File: src/rtl/apb_pkg.sv
// Shared APB definitions: default bus widths, initiator FSM states and
// command/response bundles used by the initiator and its peripherals.
package apb_pkg;

    localparam int APB_ADDR_W = 6;
    localparam int APB_DATA_W = 32;

    typedef enum logic [1:0] {
        IDLE   = 2'd0,
        SETUP  = 2'd1,
        ACCESS = 2'd2,
        RESP   = 2'd3
    } apb_mst_state_e;

    typedef struct packed {
        logic                  write;
        logic [APB_ADDR_W-1:0] addr;
        logic [APB_DATA_W-1:0] wdata;
    } apb_cmd_t;

    typedef struct packed {
        logic [APB_DATA_W-1:0] rdata;
        logic                  err;
        logic                  timeout;
    } apb_rsp_t;

endpackage

File: src/rtl/apb_wait_timer.sv
// Wait-state counter for the APB ACCESS phase. Cleared at SETUP, counts
// cycles with PREADY low, and flags expiry when the count reaches the limit
// minus one so the abort lands on the TIMEOUT_CYC-th ACCESS cycle.
module apb_wait_timer #(
    parameter int          TIMEOUT_W   = 8,
    parameter int unsigned TIMEOUT_CYC = 255
) (
    input  logic clk,
    input  logic i_rst_n,
    input  logic i_clear,
    input  logic i_incr,
    output logic o_expire
);

    // Compare value; unused (and forced to zero) when the timeout is disabled.
    localparam logic [TIMEOUT_W-1:0] LIMIT =
        (TIMEOUT_CYC == 0) ? '0 : TIMEOUT_W'(TIMEOUT_CYC - 1);

    // A limit that does not fit in the counter could never be reached.
    if ((TIMEOUT_CYC >> TIMEOUT_W) != 0) begin : g_limit_check
        $error("apb_wait_timer: TIMEOUT_CYC must be below 2**TIMEOUT_W");
    end

    logic [TIMEOUT_W-1:0] r_count;

    // Saturating wait-state counter with synchronous clear.
    always_ff @(posedge clk) begin
        if (!i_rst_n || i_clear) begin
            r_count <= '0;
        end else if (i_incr && (r_count != '1)) begin
            r_count <= r_count + 1'b1;
        end
    end

    assign o_expire = (TIMEOUT_CYC != 0) && (r_count == LIMIT);

endmodule

File: src/rtl/apb_master_ctrl.sv
// Single-outstanding APB initiator: accepts one command at a time, runs the
// SETUP/ACCESS handshake, and returns read data plus error/timeout status.
module apb_master_ctrl
    import apb_pkg::*;
#(
    parameter int          ADDR_W      = APB_ADDR_W,
    parameter int          DATA_W      = APB_DATA_W,
    parameter int          TIMEOUT_W   = 8,
    parameter int unsigned TIMEOUT_CYC = 255
) (
    input  logic              PCLK,
    input  logic              PRESETn,
    input  logic              cmd_valid,
    output logic              cmd_ready,
    input  logic              cmd_write,
    input  logic [ADDR_W-1:0] cmd_addr,
    input  logic [DATA_W-1:0] cmd_wdata,
    output logic              rsp_valid,
    input  logic              rsp_ready,
    output logic [DATA_W-1:0] rsp_rdata,
    output logic              rsp_err,
    output logic              rsp_timeout,
    output logic              PSEL,
    output logic              PENABLE,
    output logic              PWRITE,
    output logic [ADDR_W-1:0] PADDR,
    output logic [DATA_W-1:0] PWDATA,
    input  logic [DATA_W-1:0] PRDATA,
    input  logic              PREADY,
    input  logic              PSLVERR,
    output logic              busy
);

    apb_mst_state_e r_state;
    logic           w_timer_clear;
    logic           w_timer_incr;
    logic           w_expire;

    // Only IDLE takes commands; held low during reset so nothing is lost.
    assign cmd_ready     = (r_state == IDLE) && PRESETn;
    assign w_timer_clear = (r_state == SETUP);
    assign w_timer_incr  = (r_state == ACCESS) && !PREADY;

    apb_wait_timer #(
        .TIMEOUT_W   (TIMEOUT_W),
        .TIMEOUT_CYC (TIMEOUT_CYC)
    ) u_wait_timer (
        .clk      (PCLK),
        .i_rst_n  (PRESETn),
        .i_clear  (w_timer_clear),
        .i_incr   (w_timer_incr),
        .o_expire (w_expire)
    );

    // Transfer FSM with all APB and response outputs registered.
    always_ff @(posedge PCLK) begin
        if (!PRESETn) begin
            r_state     <= IDLE;
            PSEL        <= 1'b0;
            PENABLE     <= 1'b0;
            PWRITE      <= 1'b0;
            PADDR       <= '0;
            PWDATA      <= '0;
            rsp_valid   <= 1'b0;
            rsp_rdata   <= '0;
            rsp_err     <= 1'b0;
            rsp_timeout <= 1'b0;
            busy        <= 1'b0;
        end else begin
            unique case (r_state)
                IDLE: begin
                    if (cmd_valid) begin
                        PWRITE  <= cmd_write;
                        PADDR   <= cmd_addr;
                        PWDATA  <= cmd_write ? cmd_wdata : '0;
                        PSEL    <= 1'b1;
                        PENABLE <= 1'b0;
                        busy    <= 1'b1;
                        r_state <= SETUP;
                    end
                end
                SETUP: begin
                    PENABLE <= 1'b1;
                    r_state <= ACCESS;
                end
                ACCESS: begin
                    // A ready completer wins over a simultaneous timeout.
                    if (PREADY) begin
                        rsp_rdata   <= PWRITE ? '0 : PRDATA;
                        rsp_err     <= PSLVERR;
                        rsp_timeout <= 1'b0;
                        rsp_valid   <= 1'b1;
                        PSEL        <= 1'b0;
                        PENABLE     <= 1'b0;
                        r_state     <= RESP;
                    end else if (w_expire) begin
                        rsp_rdata   <= '0;
                        rsp_err     <= 1'b1;
                        rsp_timeout <= 1'b1;
                        rsp_valid   <= 1'b1;
                        PSEL        <= 1'b0;
                        PENABLE     <= 1'b0;
                        r_state     <= RESP;
                    end
                end
                RESP: begin
                    if (rsp_ready) begin
                        rsp_valid <= 1'b0;
                        busy      <= 1'b0;
                        r_state   <= IDLE;
                    end
                end
                default: r_state <= IDLE;
            endcase
        end
    end

endmodule

File: config.mk
export PLATFORM = sky130hd
export DESIGN_NAME = apb_master_ctrl
export DESIGN_NICKNAME = d
export VERILOG_FILES = /design/src/rtl/apb_pkg.sv /design/src/rtl/apb_wait_timer.sv /design/src/rtl/apb_master_ctrl.sv
export SDC_FILE = /design/constraint.sdc
export NUM_CORES = 1
export LEC_CHECK = 0
export BUFFER_PORTS_ARGS = -buffer_cell sky130_fd_sc_hd__buf_4
export CORE_MARGIN = 3
export CORE_UTILIZATION = 47
export CTS_CLUSTER_DIAMETER = 100
export CTS_CLUSTER_SIZE = 12
export DETAILED_ROUTE_END_ITERATION = 8
export PLACE_DENSITY = 0.79
export SLEW_MARGIN = 10
export SYNTH_ARGS = -nofsm -noshare
export SYNTH_HDL_FRONTEND = slang
export SYNTH_SLANG_ARGS = --single-unit
File: constraint.sdc
create_clock -name PCLK -period 1.8 [get_ports PCLK]
set_input_delay 0.36 -clock PCLK [delete_from_list [all_inputs] [get_ports PCLK]]
set_output_delay 0.36 -clock PCLK [all_outputs]
set_load 0.005 [all_outputs]
Word level (Yosys, flattened, before mapping) --
Index checks and enable logic that the tools add are counted.
Storage, ports and cells: output and inout bits 78, memories 0, bits in writable memories 0, ROM bits 0, latch bits 0, input bits 77, register bits 87, word-level logic and storage cells 62
Operators by class: $lt $le $gt $ge 0, shift operators 0, muxes and demuxes 22, eq/ne operators 8, $add $sub $neg 1, $mul 0, div/mod/pow operators 0, bitwise gates (word level) 0, reduce and logical (&&, ||, !) cells 19
Operator list (count):
- two-way mux 32 bit | 4
- AND reduction 3 bit | 5
- two-way mux 1 bit | 9
- adder 8 x 1 -> 8 bit (second input constant) | 1
- == test 8 bit (second input constant) | 1
- two-way mux 2 bit | 4
- inequality test 8 bit (second input constant) | 1
- one-hot mux 2 bit (4 select lines) | 1
- nonzero test 2 bit | 4
- one-hot mux 1 bit (2 select lines) | 3
- == test 2 bit (second input constant) | 2
- inequality test 2 bit (second input constant) | 2
- AND reduction 2 bit | 2
- logical AND 1 bit | 3
- inequality test 3 x 2 -> 1 bit (second input constant) | 1
- one-hot mux 1 bit (3 select lines) | 1
- nonzero test 3 bit | 1
- == test 2 x 1 -> 1 bit (second input constant) | 1
- zero test 1 bit | 2
- zero test 2 bit | 1
- logical OR 1 bit | 1

Depth between registers and ports, before layout --
Gate-level depths: netlist of the first run.
depth in word-level cells 4, depth in mapped cells 7, mapped depth without buffers 6

By module --
Synthesis of the first run repeated with hierarchy kept, for this count alone.
Unflattened totals: cells, all modules 420, area, all modules 3921.3 µm²
Modules (own cells, without submodules):
- apb_master_ctrl | cells each 369, instances 1, area an instance 3484.6 µm², seq. area each 1581.5 µm²
- apb_wait_timer | cells each 51, instances 1, area an instance 436.7 µm², seq. area each 160.2 µm²

Worst setup path before layout of the first run --
OpenSTA, ideal clock, no wires.
path kind flip-flop to flip-flop, from reg u_wait_timer.r_count[0], to reg rsp_rdata[10], setup time 0.072 ns, stages on the path, launching flop included 8, data required time 1.728 ns, slack 0.151 ns, arrival 1.577 ns, clock period less this slack 1.649 ns, path buffers 1, cells stage by stage dfxtp_1 -> inv_1 -> ha_1 -> and3_1 -> and2_4 -> o21ai_4 -> buf_12 -> mux2i_1
On the way: word-level cells in the longest chain between the ends 3
Ends and longest elaborated chain:
- start, declared | line apb_wait_timer.sv:24 | logic [TIMEOUT_W-1:0] r_count;
- start signal, assigned | line apb_wait_timer.sv:31 | r_count <= r_count + 1'b1;
- == test 8 bit | line apb_wait_timer.sv:35 | assign o_expire = (TIMEOUT_CYC != 0) && (r_count == LIMIT);
- nonzero test 2 bit (no line)
- AND reduction 2 bit (no line)
- end signal, assigned | line apb_master_ctrl.sv:89 | rsp_rdata <= PWRITE ? '0 : PRDATA;
- end, declared | line apb_master_ctrl.sv:20 | output logic [DATA_W-1:0] rsp_rdata,
No other way between the ends. A chain may end at the register's enable or synchronous reset.

Final worst setup path of the first run --
from reg u_wait_timer.r_count[0], to reg rsp_rdata[19]
Same word-level chain as after synthesis.

==> flow_summary.ini, run 1 <==
[critical_path]
end_kind = flip-flop
critPathLaunch = u_wait_timer.r_count[0]
cp.required_ns = 2.07
worstPathArrival_ns = 1.98
path_class = reg2reg
r2r_start = u_wait_timer.r_count[0]
start_kind = flip-flop
cp_max_fo = 14

[logic_synthesis]
synth_nets = 495
yosysMostFrequentCell = nand2_1
synth-simple-area-share = 0.212
netlist_area_um2 = 3650
yosys_warnings = 0
async_flop_share = 0
synth_top_area_frac = 0.477
synthAdderAreaFrac = 0.0240
synth_edf_count = 0
synth_xor_area_frac = 0.0168
yosysTopAreaCell = dfxtp_1
yosys-top-cells-count = 122 x nand2_1, 87 x dfxtp_1, 40 x a21boi_0, 34 x nand3_1, 33 x mux2i_1
synth_compound_area_frac = 0.126
yosys.cell_types.count = 36
synth.area.mux_share = 0.0905
synth-seq-cells = 87
syn-instance-count = 411
synth_top_family_by_area = simple AND/OR/NAND/NOR gates
synth.area.top_cells = dfxtp_1 48%, nand2_1 13%, mux2i_1 9.1%
syn_area_per_cell_um2 = 8.88
synth-main-ff-cell = dfxtp_1
synth-seq-area-share = 0.477

[grt]
track_usage = 0.209
grt_max_degree = 40
grt_pass1_vias = 3053
grt_pass1_wl_mm = 14.8
antenna_found_initial = 0
overflow = 0

[finish]
fin_nets = 639
n_fill_cell = 609
drive_above_1_share = 0.337
stdcell_area_um2 = 5090
syn_to_final_growth_pct = 39.4
diodes = 0

[sta]
finalSetupTns_ns = 0
min_period_ns = 1.72
fin_skew_ns = 0.00872
worst_slack_ns = 0.0847
max_slew_margin = 0.746
fmax_mhz = 583
rsz0062_at_grt = no
finalSetupViolCount = 0
worst_pin_slew_ns = 0.381
finalMaxSlewViolations = 0
hold_violations = 0
finalCritPeriodShare = 0.953

[detailed_routing]
firstDrtPassIters = 4
dr_total_vias = 3292
vias_per_cell = 5.01
wirelength_mm = 9.43
drtIter0Drc = 162
drc = 0
drtAntennaViolNets = 0
wl_per_cell_um = 14.4

[cts]
htreeDepth = 3
cts_tree = yes
clockBufferDepth = 2
clockRootBuffer = clkbuf_8
hold_buffers = 0
numCtsBuffers = 9
cts_sinks = 87
cts_setup_buffers = 0
insertion_delay_ns = 0.34
cts.clk_slew.worst_paths_ns = 0.08

[floorplanning]
core_area_um2 = 7410
die_area_um2 = 8860
die_y_um = 94.1
start_util = 0.493
die_w_um = 94.1
num_rows = 31
num_io_pins = 155

[placed_design]
gp_congestion = 0.790
dp_slack_ns = 0.0937
dp_hpwl_mm = 6.80
port-buffer-count = 154
dpl_cell_area_um2 = 4870

[hold_path]
worstHoldStart = PRDATA[14]
hold_path.class = in2reg

[power]
power_density_nw_per_um2 = 996
ir_worst_vdd_uv = 470
leakage_nw = 2.34

[job]
drv_cap = 0

[run_status]
status = finished, final reports clean
-- final timing paths --
check	end	slack, ns	cells after the start
max	rsp_rdata[19]	0.08	7
min	rsp_rdata[14]	0.26	3
max reg2reg	rsp_rdata[19]	0.08	7
min reg2reg	rsp_rdata[7]	0.46	2
-- cell type report --
type	instances	area [um^2]	share of cell area
clock buffer	10	138	0.0271
clock inverter	4	47.5	0.00935
inverter	5	18.8	0.00369
multi-input combinational	289	1720	0.338
sequential	87	1750	0.343
tap	99	124	0.0244
timing repair buffer	163	1290	0.254
-- cells in the final DEF, fill, tap and decap left out, types with 2 or more instances in the layout --
cell type,count
nand3_1,34
xnor2_1,7
and2_1,2
a21oi_1,6
o221a_2,2
mux2i_1,33
buf_12,4
ha_1,7
clkinv_2,2
a21boi_0,40
nor2b_1,2
clkbuf_8,10
nand2_1,122
buf_4,158
inv_1,5
a211oi_1,4
nor3_1,2
dfxtp_1,84
nor2_1,9
dfxtp_2,3
nand2b_1,3
-- critical path, stage by stage (launching register included) --
cell and delay [ns]:
dfxtp_2 0.37, inv_1 0.06, ha_1 0.19, and3_4 0.19, and2_4 0.17, o21ai_4 0.25
buf_12 0.20, mux2i_1 0.21
-- per-stage QoR --
step / power [W] / hold slack (ns) / util / std cells
global route: 0.00536 / 0.247 / 0.687 / 657
CTS: 0.00507 / 0.246 / 0.682 / 656
finish: 0.00507 / 0.262 / 0.687 / 657
floorplan: 0.00312 / 0.440 / - / 411
detailed placement: 0.00377 / 0.453 / 0.657 / 642
global placement: 0.00372 / 0.433 / 0.657 / 642
-- power breakdown --
part | total (W) | switching (W) | internal [W]
Sequential | 0.00225 | 0.000127 | 0.00213
Combinational | 0.00150 | 0.000755 | 0.000743
Clock | 0.00131 | 0.000654 | 0.000660
Total | 0.00507 | 0.00154 | 0.00353
-- metal layers --
| metal | wire (um) | share of wire | vias to the layer above | GRT usage |
|---|---|---|---|---|
| met5 | 0 | 0 | - | 0 |
| met4 | 88 | 0.0093 | 0 | 0.0698 |
| met1 | 4000 | 0.42 | 1538 | 0.264 |
| li1 | - | - | 1650 | - |
| met3 | 479 | 0.051 | 10 | 0.0433 |
| met2 | 4870 | 0.52 | 94 | 0.355 |
-- registers in the layout, indices dropped and copies added (netlist names) --
register              cells
busy                      1
PADDR                     6
PWDATA                   32
u_wait_timer.r_count      8
rsp_valid                 1
r_state                   2
rsp_rdata                32
PENABLE                   1
PWRITE                    1
PSEL                      1
rsp_timeout               1
rsp_err                   1
-- kinds of logic after synthesis --
group,count (synthesis)
and+or+nand+nor,182
AOI/OAI and AO/OA,60
xor gates and xnor gates,7
muxes,33
adders and majority gates,7
buffers and inverters,35
DFF,87
-- repair_timing --
action	4_1_cts	5_1_grt
endpoints found under the setup margin	0	8
gates resized for setup	0	4
hold endpoints to repair	0	0
Power figures use the tool's default switching activity.
==> run 2, diff against run 1 <==
- CORE_UTILIZATION: 47 -> 43
- PLACE_DENSITY: 0.79 -> 0.76
- clock period: 1.8 -> 1.5 ns (I/O delays scaled with it)
==> flow_summary.ini, run 2 (synthesis gave the netlist of run 1 again) <==
[run_status]
status = finished with violations
violations = setup timing

[critical_path]
start_kind = flip-flop
r2r-end = rsp_rdata[11]
reg2reg_depth = 8
rrSetupSlack_ns = -0.14
r2r_start = u_wait_timer.r_count[0]
end_kind = flip-flop
worstPathArrival_ns = 1.91
cp_max_fo = 8
path_class = reg2reg
endpoint = rsp_rdata[11]
critPathLaunch = u_wait_timer.r_count[0]
cp.required_ns = 1.77

[floorplanning]
start_util = 0.458
core_area_um2 = 7970
die_w_um = 98.1
num_rows = 32
die_y_um = 98.1
num_io_pins = 155
die_area_um2 = 9630

[detailed_routing]
wl_per_cell_um = 15.6
drtIter0Drc = 144
drtAntennaViolNets = 0
dr_total_vias = 3482
vias_per_cell = 5.08
wirelength_mm = 10.7
firstDrtPassIters = 4
drc = 0

[placed_design]
dp_cells = 660
dpl_cell_area_um2 = 4990
dp_slack_ns = -0.0992
gp_congestion = 0.797
dp_hpwl_mm = 7.18
port-buffer-count = 154

[cts]
cts.clk_slew.worst_paths_ns = 0.09
clockRootBuffer = clkbuf_8
cts_sinks = 87
htreeDepth = 3
hold_buffers = 0
cts_tree = yes
clockBufferDepth = 2
numCtsBuffers = 9
insertion_delay_ns = 0.35

[sta]
worst_pin_slew_ns = 0.339
max_slew_margin = 0.774
hold_violations = 0
rsz0062_at_grt = yes
finalSetupTns_ns = -2.51
worst_slack_ns = -0.143
finalMaxSlewViolations = 0
min_period_ns = 1.64
finalSetupViolCount = 37
fin_skew_ns = 0.0165
finalCritPeriodShare = 1.10
fmax_mhz = 609

[power]
p_seq_frac = 0.407
intPower_w = 0.00460
ir_worst_vdd_uv = 665
power_density_nw_per_um2 = 1210
switching_share = 0.314
power.share.clock = 0.237
leakage_nw = 2.52
comb_power_share = 0.356
p_sw_w = 0.00211
finalPower_w = 0.00672

[finish]
final_common_cell = buf_4
layout_common_cells = 175 x buf_4, 121 x nand2_1, 83 x dfxtp_1
reg.largest.list = PWDATA x32, rsp_rdata x32, u_wait_timer.r_count x8
syn_to_final_growth_pct = 51.9
diodes = 0
regArea_um2 = 1750
stdcell_area_um2 = 5550
multi_input_area_um2 = 1900
drive_above_1_share = 0.402
fin_nets = 664
n_fill_cell = 599
final_cells = 686

[grt]
grt_max_degree = 34
track_usage = 0.215
antenna_found_initial = 0
grt_pass1_wl_mm = 17.0
grt_pass1_vias = 3549
overflow = 0

[job]
drv_cap = 0

[hold_path]
hold_path.class = in2reg
[run 2: cell types whose count changed in the layout (fill, tap and decap cells not counted), sizes merged]
cell	before	now
buf	162	188
inv	5	6
clkinvlp	1	0
[run 2: final cells by class]
cell class                 instances  share of cell area
inverter                           5             0.00384
multi-input combinational        289               0.343
tap                              102              0.0230
clock inverter                     4              0.0102
clock buffer                      11              0.0237
sequential                        87               0.316
timing repair buffer             188               0.280
[run 2: power groups by stage]
stage               registers, W  logic (W)  clock network [W]
floorplan                0.00275    0.00101                  0
global placement         0.00274    0.00184                  0
detailed placement       0.00275    0.00188                  0
CTS                      0.00271    0.00231            0.00163
global route             0.00276    0.00259            0.00171
finish                   0.00273    0.00239            0.00159
[run 2: worst min path at each step]
stage                        startpoint       endpoint  slack [ns]  cells after the start
after floorplan               PRDATA[0]   rsp_rdata[0]        0.44                      2
after global placement    rsp_rdata[13]  rsp_rdata[13]        0.44                      2
after detailed placement        rsp_err        rsp_err        0.45                      2
after CTS                    PRDATA[14]  rsp_rdata[14]        0.18                      3
after global routing         PRDATA[14]  rsp_rdata[14]        0.19                      3
final                        PRDATA[14]  rsp_rdata[14]        0.19                      3
[run 2: stage by stage]
stage	utilization	hold slack (ns)
finish	0.696	0.195
global route	0.696	0.189
CTS	0.685	0.183
detailed placement	0.626	0.454
global placement	0.626	0.445
floorplan	-	0.439
[run 2: timing repair]
action / 4_1_cts / 5_1_grt
setup endpoints to repair: 57 / 56
setup buffers: 8 / 1
gates cloned: 4 / 0
gates resized for setup: 27 / 31
pin swaps: 5 / 6
[run 2: per-layer routing]
| layer | global-route usage | part of all wire | up-vias |
|---|---|---|---|
| met5 | 0 | 0 | - |
| met3 | 0.0571 | 0.062 | 11 |
| li1 | - | - | 1708 |
| met1 | 0.259 | 0.42 | 1660 |
| met4 | 0.0567 | 0.010 | 0 |
| met2 | 0.378 | 0.51 | 103 |
[run 2: critical path: stages, from the launching register on]
cell	delay [ns]
dfxtp_4	0.37
inv_4	0.04
ha_4	0.14
and3_4	0.18
and2_4	0.15
o21ai_4	0.17
buf_12	0.16
buf_12	0.13
mux2i_2	0.22
==> run 3, diff against run 2 <==
- CORE_UTILIZATION: 43 -> 45
- CTS_BUF_LIST: unset -> sky130_fd_sc_hd__clkbuf_2 sky130_fd_sc_hd__clkbuf_4 sky130_fd_sc_hd__clkbuf_8
- PLACE_DENSITY: 0.76 -> 0.79
==> flow_summary.ini, run 3 (synthesis gave the netlist of run 1 again) <==
[grt]
grt_max_degree = 40
antenna_found_initial = 0
overflow = 0
grt_pass1_wl_mm = 15.0
grt_pass1_vias = 3241
track_usage = 0.209

[detailed_routing]
drc = 0
wl_per_cell_um = 15.0
vias_per_cell = 4.97
drtAntennaViolNets = 0
drtIter0Drc = 149
wirelength_mm = 10.2
dr_total_vias = 3368
firstDrtPassIters = 4

[power]
leakage_nw = 2.44
p_seq_frac = 0.417
ir_worst_vdd_uv = 609
switching_share = 0.311
comb_power_share = 0.324
p_sw_w = 0.00202
intPower_w = 0.00447
power.share.clock = 0.259
power_density_nw_per_um2 = 1200

[critical_path]
crit_cells = 8
end_kind = flip-flop
cp_cell_sequence = inv_4 > ha_4 > and3_4 > and2_4 > o21ai_4 > buf_12 > clkbuf_16 > mux2i_1
start_kind = flip-flop
cp.required_ns = 1.78
cp_max_fo = 5
critPathBufInv = 3
reg2reg_depth = 8
path_class = reg2reg
cpPeakStageDelay_ns = 0.38
worst_path_max_delay_cell = dfxtp_4
crit_family = flip-flops
worstPathArrival_ns = 1.89

[sta]
max_slew_margin = 0.693
worst_slack_ns = -0.107
fmax_mhz = 622
finalMaxSlewViolations = 0
finalCritPeriodShare = 1.07
rsz0062_at_grt = yes
finalSetupViolCount = 37
worst_pin_slew_ns = 0.459
fin_skew_ns = 0.00755
hold_slack_ns = 0.181
min_period_ns = 1.61
hold_violations = 0

[finish]
final_cells = 677
layout_common_cells = 169 x buf_4, 122 x nand2_1, 83 x dfxtp_1
diodes = 0
fin_nets = 654
drive_above_1_share = 0.397
reg.largest.list = PWDATA x32, rsp_rdata x32, u_wait_timer.r_count x8
final_common_cell = buf_4
syn_to_final_growth_pct = 47.9

[job]
drv_cap = 0

[run_status]
violations = setup timing
status = finished with violations

[hold_path]
hold_path.class = in2reg
whs_path_depth = 3

[placed_design]
dp_hpwl_mm = 6.99
dp_cells = 657
gp_congestion = 0.788
port-buffer-count = 154
dp_slack_ns = -0.112

[floorplanning]
num_io_pins = 155
die_w_um = 96.1
core_area_um2 = 7810
num_rows = 32
start_util = 0.467
die_area_um2 = 9230
die_y_um = 96.1

[cts]
insertion_delay_ns = 0.36
clockBufferDepth = 2
numCtsBuffers = 9
cts_sinks = 87
htreeDepth = 3
cts_tree = yes
clockRootBuffer = clkbuf_8
cts.clk_slew.worst_paths_ns = 0.09
[run 3: changes by cell type in the layout (fill, tap and decap cells not counted), moves of 2 or more]
cell and change:
a21boi_1 -8, clkinv_4 -2, buf_6 -3, ha_4 -2, buf_4 -6, a21boi_0 +8
clkinv_2 +2, buf_16 -3, clkbuf_1 -2
[run 3: area by class of cell]
class / count / area [um^2]
Sequential cell: 87 / 1750
Tap cell: 102 / 128
Inverter: 5 / 21.3
Clock buffer: 11 / 145
Multi-Input combinational cell: 289 / 1860
Clock inverter: 5 / 56.3
Timing Repair Buffer: 178 / 1440
Fill cell: 621 / 2410
[run 3: tightest hold or removal path: stages]
cell     delay [ns]
buf_4          0.11
nand2_1        0.04
mux2i_1        0.05
[run 3: stage by stage]
stage / total power (W) / utilization / cell area, um^2 / TNS (ns)
floorplan: 0.00376 / - / 3670 / -2.17
global placement: 0.00456 / 0.640 / 4990 / -0.805
detailed placement: 0.00461 / 0.640 / 4990 / -1.98
CTS: 0.00636 / 0.674 / 5260 / -2.23
global route: 0.00681 / 0.691 / 5400 / -4.57
finish: 0.00648 / 0.691 / 5400 / -2.33
[run 3: power groups by stage]
stage	logic [W]	registers, W	clock network, W
floorplan	0.00101	0.00275	0
global placement	0.00183	0.00273	0
detailed placement	0.00188	0.00274	0
CTS	0.00197	0.00269	0.00170
global route	0.00228	0.00273	0.00180
finish	0.00210	0.00270	0.00168
[run 3: timing repair]
item | 4_1_cts | 5_1_grt
hold endpoints to repair | 0 | 0
pin swaps | 2 | 11
gates cloned | 1 | 1
hold buffers | 0 | 0
endpoints found under the setup margin | 40 | 59
setup buffers | 2 | 1
gates resized for setup | 7 | 28
[run 3: final timing paths]
check	start	to	slack [ns]
worst min register to register	PWDATA[28]	PWDATA[28]	0.46
worst min-delay path	PRDATA[18]	rsp_rdata[18]	0.18
worst max register to register	u_wait_timer.r_count[0]	rsp_rdata[1]	-0.11
worst max-delay path	u_wait_timer.r_count[0]	rsp_rdata[1]	-0.11
[run 3: per-layer routing]
layer / wire length (um) / vias to the layer above / GRT usage / part of all wire
met1: 4090 / 1548 / 0.251 / 0.40
met2: 5180 / 102 / 0.357 / 0.51
met5: 0 / - / 0 / 0
met3: 554 / 26 / 0.0399 / 0.055
li1: - / 1692 / - / -
met4: 329 / 0 / 0.101 / 0.032
